[config.mk]
export PLATFORM = sky130hd
export DESIGN_NAME = mem_port_arbiter
export DESIGN_NICKNAME = d
export VERILOG_FILES = /design/src/rtl/mem_arb_pkg.sv /design/src/rtl/arb_lat_counter.sv /design/src/rtl/mem_port_arbiter.sv
export SDC_FILE = /design/constraint.sdc
export NUM_CORES = 1
export LEC_CHECK = 0
export CORE_AREA = 3 3 216 218
export DETAILED_ROUTE_END_ITERATION = 8
export DIE_AREA = 0 0 219 221
export GPL_TIMING_DRIVEN = 0
export PLACE_DENSITY = 0.57
export SLEW_MARGIN = 30
export SYNTH_ARGS = -nofsm -noshare
export SYNTH_HDL_FRONTEND = slang
export SYNTH_HIERARCHICAL = 1
export SYNTH_SLANG_ARGS = --single-unit
[constraint.sdc]
create_clock -name clock -period 2 [get_ports clock]
set_clock_uncertainty 0.05 [all_clocks]
set_input_delay 0.5 -clock clock [delete_from_list [all_inputs] [get_ports clock]]
set_output_delay 0.5 -clock clock [all_outputs]
set_load 0.05 [all_outputs]
[src/rtl/mem_arb_pkg.sv]
// Shared types and constants for the unified memory port arbiter.
// The latency counter width is derived from the configured read latency.
package mem_arb_pkg;

    typedef enum logic [2:0] {
        IDLE,
        RD_WAIT,
        WR,
        RESP,
        ERR
    } arb_state_t;

    typedef enum logic {
        REQ_IF,
        REQ_D
    } req_id_t;

    localparam logic [63:0] IF_ALIGN_MASK = 64'h3;
    localparam logic [63:0] D_ALIGN_MASK  = 64'h7;

    localparam int unsigned STARVE_W = 4;

    function automatic int unsigned lat_cnt_width(input int unsigned lat);
        return $clog2(lat + 1);
    endfunction

endpackage

[src/rtl/arb_lat_counter.sv]
// Loadable down-counter with zero flag, used to wait out the memory read latency.
module arb_lat_counter #(
    parameter int unsigned Width = 3
) (
    input  logic             clock,
    input  logic             reset,
    input  logic             load_i,
    input  logic [Width-1:0] load_val_i,
    input  logic             dec_i,
    output logic [Width-1:0] cnt_o,
    output logic             zero_o
);

    logic [Width-1:0] cnt_q, cnt_d;

    always_comb begin
        cnt_d = cnt_q;
        if (load_i) begin
            cnt_d = load_val_i;
        end else if (dec_i && (cnt_q != '0)) begin
            cnt_d = cnt_q - Width'(1);
        end
    end

    always_ff @(posedge clock or negedge reset) begin
        if (!reset) begin
            cnt_q <= '0;
        end else begin
            cnt_q <= cnt_d;
        end
    end

    assign cnt_o  = cnt_q;
    assign zero_o = (cnt_q == '0);

endmodule

[src/rtl/mem_port_arbiter.sv]
// Arbitrates the fetch and load/store paths onto one shared 64-bit memory,
// sequencing each access over the fixed read latency and pulsing ready on completion.
module mem_port_arbiter
    import mem_arb_pkg::*;
#(
    parameter int unsigned MEM_LAT    = 1,
    parameter int unsigned STARVE_MAX = 4
) (
    input  logic        clock,
    input  logic        reset,
    input  logic        if_req,
    input  logic [63:0] if_addr,
    output logic        if_ready,
    output logic [31:0] if_rdata,
    output logic        if_err,
    input  logic        d_req,
    input  logic        d_we,
    input  logic [63:0] d_addr,
    input  logic [63:0] d_wdata,
    output logic        d_ready,
    output logic [63:0] d_rdata,
    output logic        d_err,
    output logic [63:0] mem_raddr,
    output logic [63:0] mem_waddr,
    output logic [63:0] mem_wdata,
    output logic        mem_wr,
    input  logic [63:0] mem_rdata,
    output logic        busy
);

    localparam int unsigned CntW = lat_cnt_width(MEM_LAT);
    localparam logic [CntW-1:0] LatLoad = CntW'(MEM_LAT);
    localparam logic [STARVE_W-1:0] StarveMax = STARVE_W'(STARVE_MAX);

    arb_state_t          state_q, state_d;
    req_id_t             req_q, req_d;
    logic                we_q, we_d;
    logic [63:0]         wdata_q, wdata_d;
    logic [63:0]         raddr_q, raddr_d;
    logic [63:0]         waddr_q, waddr_d;
    logic [31:0]         if_rdata_q, if_rdata_d;
    logic [63:0]         d_rdata_q, d_rdata_d;
    logic [STARVE_W-1:0] starve_q, starve_d;

    logic            cnt_load;
    logic            cnt_dec;
    logic [CntW-1:0] cnt;
    logic            cnt_zero;

    arb_lat_counter #(
        .Width (CntW)
    ) u_lat_counter (
        .clock      (clock),
        .reset      (reset),
        .load_i     (cnt_load),
        .load_val_i (LatLoad),
        .dec_i      (cnt_dec),
        .cnt_o      (cnt),
        .zero_o     (cnt_zero)
    );

    logic fetch_forced;
    assign fetch_forced = if_req && (starve_q == StarveMax);

    always_comb begin
        state_d    = state_q;
        req_d      = req_q;
        we_d       = we_q;
        wdata_d    = wdata_q;
        raddr_d    = raddr_q;
        waddr_d    = waddr_q;
        if_rdata_d = if_rdata_q;
        d_rdata_d  = d_rdata_q;
        starve_d   = starve_q;
        cnt_load   = 1'b0;
        cnt_dec    = 1'b0;

        unique case (state_q)
            IDLE: begin
                if (!if_req) begin
                    starve_d = '0;
                end
                if (d_req && !fetch_forced) begin
                    req_d   = REQ_D;
                    we_d    = d_we;
                    wdata_d = d_wdata;
                    // fetch_forced is false here, so starve_q < StarveMax when if_req is high
                    if (if_req) begin
                        starve_d = starve_q + STARVE_W'(1);
                    end
                    if ((d_addr & D_ALIGN_MASK) != 64'h0) begin
                        state_d = ERR;
                    end else if (d_we) begin
                        waddr_d = d_addr;
                        state_d = WR;
                    end else begin
                        raddr_d  = d_addr;
                        cnt_load = 1'b1;
                        state_d  = RD_WAIT;
                    end
                end else if (if_req) begin
                    req_d    = REQ_IF;
                    we_d     = 1'b0;
                    starve_d = '0;
                    if ((if_addr & IF_ALIGN_MASK) != 64'h0) begin
                        state_d = ERR;
                    end else begin
                        raddr_d  = if_addr;
                        cnt_load = 1'b1;
                        state_d  = RD_WAIT;
                    end
                end
            end
            RD_WAIT: begin
                cnt_dec = !cnt_zero;
                // Capture on the edge that takes the counter from 1 to 0.
                if ((cnt == CntW'(1)) || cnt_zero) begin
                    if (req_q == REQ_IF) begin
                        if_rdata_d = raddr_q[2] ? mem_rdata[63:32] : mem_rdata[31:0];
                    end else begin
                        d_rdata_d = mem_rdata;
                    end
                    state_d = RESP;
                end
            end
            WR: begin
                state_d = RESP;
            end
            RESP: begin
                state_d = IDLE;
            end
            ERR: begin
                state_d = IDLE;
            end
            default: begin
                state_d = IDLE;
            end
        endcase
    end

    always_ff @(posedge clock or negedge reset) begin
        if (!reset) begin
            state_q    <= IDLE;
            req_q      <= REQ_IF;
            we_q       <= 1'b0;
            wdata_q    <= '0;
            raddr_q    <= '0;
            waddr_q    <= '0;
            if_rdata_q <= '0;
            d_rdata_q  <= '0;
            starve_q   <= '0;
        end else begin
            state_q    <= state_d;
            req_q      <= req_d;
            we_q       <= we_d;
            wdata_q    <= wdata_d;
            raddr_q    <= raddr_d;
            waddr_q    <= waddr_d;
            if_rdata_q <= if_rdata_d;
            d_rdata_q  <= d_rdata_d;
            starve_q   <= starve_d;
        end
    end

    logic done;
    assign done = (state_q == RESP) || (state_q == ERR);

    assign busy      = (state_q != IDLE);
    assign mem_wr    = (state_q == WR) && we_q;
    assign mem_raddr = raddr_q;
    assign mem_waddr = waddr_q;
    assign mem_wdata = wdata_q;
    assign if_rdata  = if_rdata_q;
    assign d_rdata   = d_rdata_q;
    assign if_ready  = done && (req_q == REQ_IF);
    assign d_ready   = done && (req_q == REQ_D);
    assign if_err    = (state_q == ERR) && (req_q == REQ_IF);
    assign d_err     = (state_q == ERR) && (req_q == REQ_D);

endmodule

==> flow_summary.ini <==
[power]
power_mw = 39.3
p_leak_nw = 9.63
vdd.ir_drop.worst_mv = 0.993
p_per_area_nw_per_um2 = 1860

[placed_design]
place_congestion = 0.782
placed_area_sq_um = 19100
post-dp-hpwl_mm = 32.3
io_buffers = 553
preCtsSetupSlack_ns = -1.21
dp_cells = 1976

[setup_path]
cp-end-kind = flip-flop
cpLargestDelayFamily = buffers and inverters
crit_chain = inv_2 > ha_4 > nand4b_1 > buf_6 > a211oi_4 > o21bai_4 > buf_12 > buf_12 > buf_12 > mux2_4
critical_path_class = flip-flop to flip-flop
cp_slowest_cell = dfrtp_1
crit_fanout = 7
cp.arrival_ns = 2.62
cpPeakStageDelay_ns = 0.39
worstPathRequired_ns = 2.36
crit_path_frequent_cell = buf_12
cp_num_buf_inv = 5
crit_path_start_kind = flip-flop

[timing]
slew-limit-headroom = 0.636
rsz0062_at_grt = true
setup_viol = 70
fin_crit_sh = 1.13
drv_slew = 0
tightest_slew_ns = 0.548
timing.final.ws_setup_ns = -0.266
period_minus_slack_ns = 2.27
hold_viol = 0
max_freq_ghz = 0.441
hold-worst-slack_ns = 0.320

[yosys]
ys_types = 42
ys_warn_count = 6
ys_seq_area_frac = 0.592
ys_seq_elements = 298
netlist_top_cells_count = dfrtp_1 (298), mux2_2 (221), mux2_4 (87), a21oi_1 (35), nor2_1 (35)
synth.most_common_cell = dfrtp_1
syn_inst = 819
yosysTopAreaCell = dfrtp_1
async_flop_share = 1.00
synth_area_leaders = dfrtp_1 (59%), mux2_2 (20%), mux2_4 (10%)
syn_nets = 1082
synth-main-ff-cell = dfrtp_1
syn-cell-area_sq_um = 12600
synth_top_area_share = 0.592
synth_edf_count = 0
avgSynthCellArea_sq_um = 15.4

[final_layout]
syn2layout_area_growth_pct = 67.9
final_nets = 1728
finalInstanceArea_sq_um = 21200
drive_gt1_frac = 0.446
num-fill-cells = 4113
final_cells = 2089

[global_routing]
grt_pass1_vias = 9870
grt_usage = 0.175
gr-total-overflow = 0
antenna_found_initial = 2
grt_pass1_wl_mm = 64.2
grt_max_degree = 79

[clock_tree]
cts_max_level = 2
clock_latency_ns = 0.54
clockBufferDepth = 3
cts_buffers = 37
cts_root_buf = clkbuf_16
cts.sinks = 298
clkTransAtPathRegs_ns = 0.05
cts_tree = done

[drt]
vias = 9204
drt_pass1_iterations = 6
drc = 0
ant_nets = 0
vias_per_cell = 4.41
routed_wl_mm = 44.4
wire_per_inst_um = 21.3
drt-initial-drc-count = 236

[floorplanning]
ios = 555
die_y_um = 221
dieArea_sq_um = 48400
core_sq_um = 45100
initial_core_util = 0.280
chipWidth_um = 219
rows = 78

[outcome]
violations = setup timing
outcome = complete, but fails checks

[flow_run]
cap_viol_max_count = 0

[min_path]
min_path_type = primary input to flip-flop
[kinds of logic after synthesis]
group,count (synthesis),share of synthesized area
AND/OR/NAND/NOR,71,0.0289
flip-flops,298,0.592
other,1,0.000298
adder cells (fa/ha/maj),2,0.00198
multiplexers,346,0.332
AO/OA/AOI/OAI,49,0.0213
buffers and inverters,52,0.0240
[through the flow]
stage                TNS, ns   util
finish                -13.73  0.469
global route          -21.48  0.469
CTS                   -10.60  0.466
detailed placement   -198.81  0.424
global placement    -4201.32  0.421
floorplan              -5.41      -
[state kept, by name, indices dropped and copies added, names as in the netlist]
signal	cells
d_rdata	64
if_rdata	32
mem_raddr	64
mem_waddr	64
mem_wdata	64
req_q	1
starve_q	4
state_q	3
u_lat_counter/cnt_o	1
we_q	1
[power by group]
group          leakage, nW  switching (mW)  internal, mW
clock                0.556            2.54          3.82
combinational         5.47            14.6          7.76
sequential            3.60            1.57          8.97
[worst reg2reg max path, stage by stage (launching register included)]
cell and delay (ns):
dfrtp_1 0.39, inv_2 0.08, ha_4 0.13, nand4b_1 0.13, buf_6 0.16, a211oi_4 0.32
o21bai_4 0.14, buf_12 0.17, buf_12 0.14, buf_12 0.14, mux2_4 0.30
[cell type report]
type | instances | area (sq um) | share of cell area
Clock buffer | 60 | 1120 | 0.0531
Clock inverter | 2 | 13.8 | 0.000650
Timing Repair Buffer | 608 | 6200 | 0.293
Buffer | 45 | 556 | 0.0262
Inverter | 5 | 21.3 | 0.00100
Tap cell | 600 | 751 | 0.0355
Antenna cell | 1 | 2.50 | 0.000118
Sequential cell | 298 | 7460 | 0.352
Multi-Input combinational cell | 470 | 5040 | 0.238
[worst paths after layout]
path,slack (ns),startpoint,to,cells after the start
worst min register to register,0.43,mem_raddr[1],mem_raddr[1],1
min in group asynchronous,0.38,reset,mem_raddr[10],2
worst min-delay path,0.32,d_req,starve_q[0],3
max in group asynchronous,0.21,reset,mem_wdata[63],5
worst max register to register,-0.27,starve_q[0],mem_raddr[12],10
worst max-delay path,-0.27,starve_q[0],mem_raddr[12],10
[cells in the final DEF, fill, tap and decap left out, drive strengths merged, types with 5 or more instances in the layout]
cell and n:
a21oi 35, and2 5, buf 85, clkbuf 140, clkdlybuf4s15 203, clkdlybuf4s50 255
dfrtp 298, dlygate4sd2 24, inv 6, mux2 314, mux2i 32, nand2 11
nor2 36, nor3 5, o21ai 6
[metal layers]
metal | GRT usage | routed length [um]
met4 | 0.0529 | 1060
met1 | 0.202 | 17100
met2 | 0.307 | 22700
met3 | 0.0552 | 3560
met5 | 0 | 11
[what timing repair did]
action                                  CTS  global route
endpoints found under the setup margin  574           411
pin swaps                                10             8
buffers inserted                         20            18
gates cloned                              9             7
endpoints found under the hold margin    36             0
gates resized for setup                 753           157
hold buffers                              1             0
No activity file was read; power rests on OpenSTA's default activity.
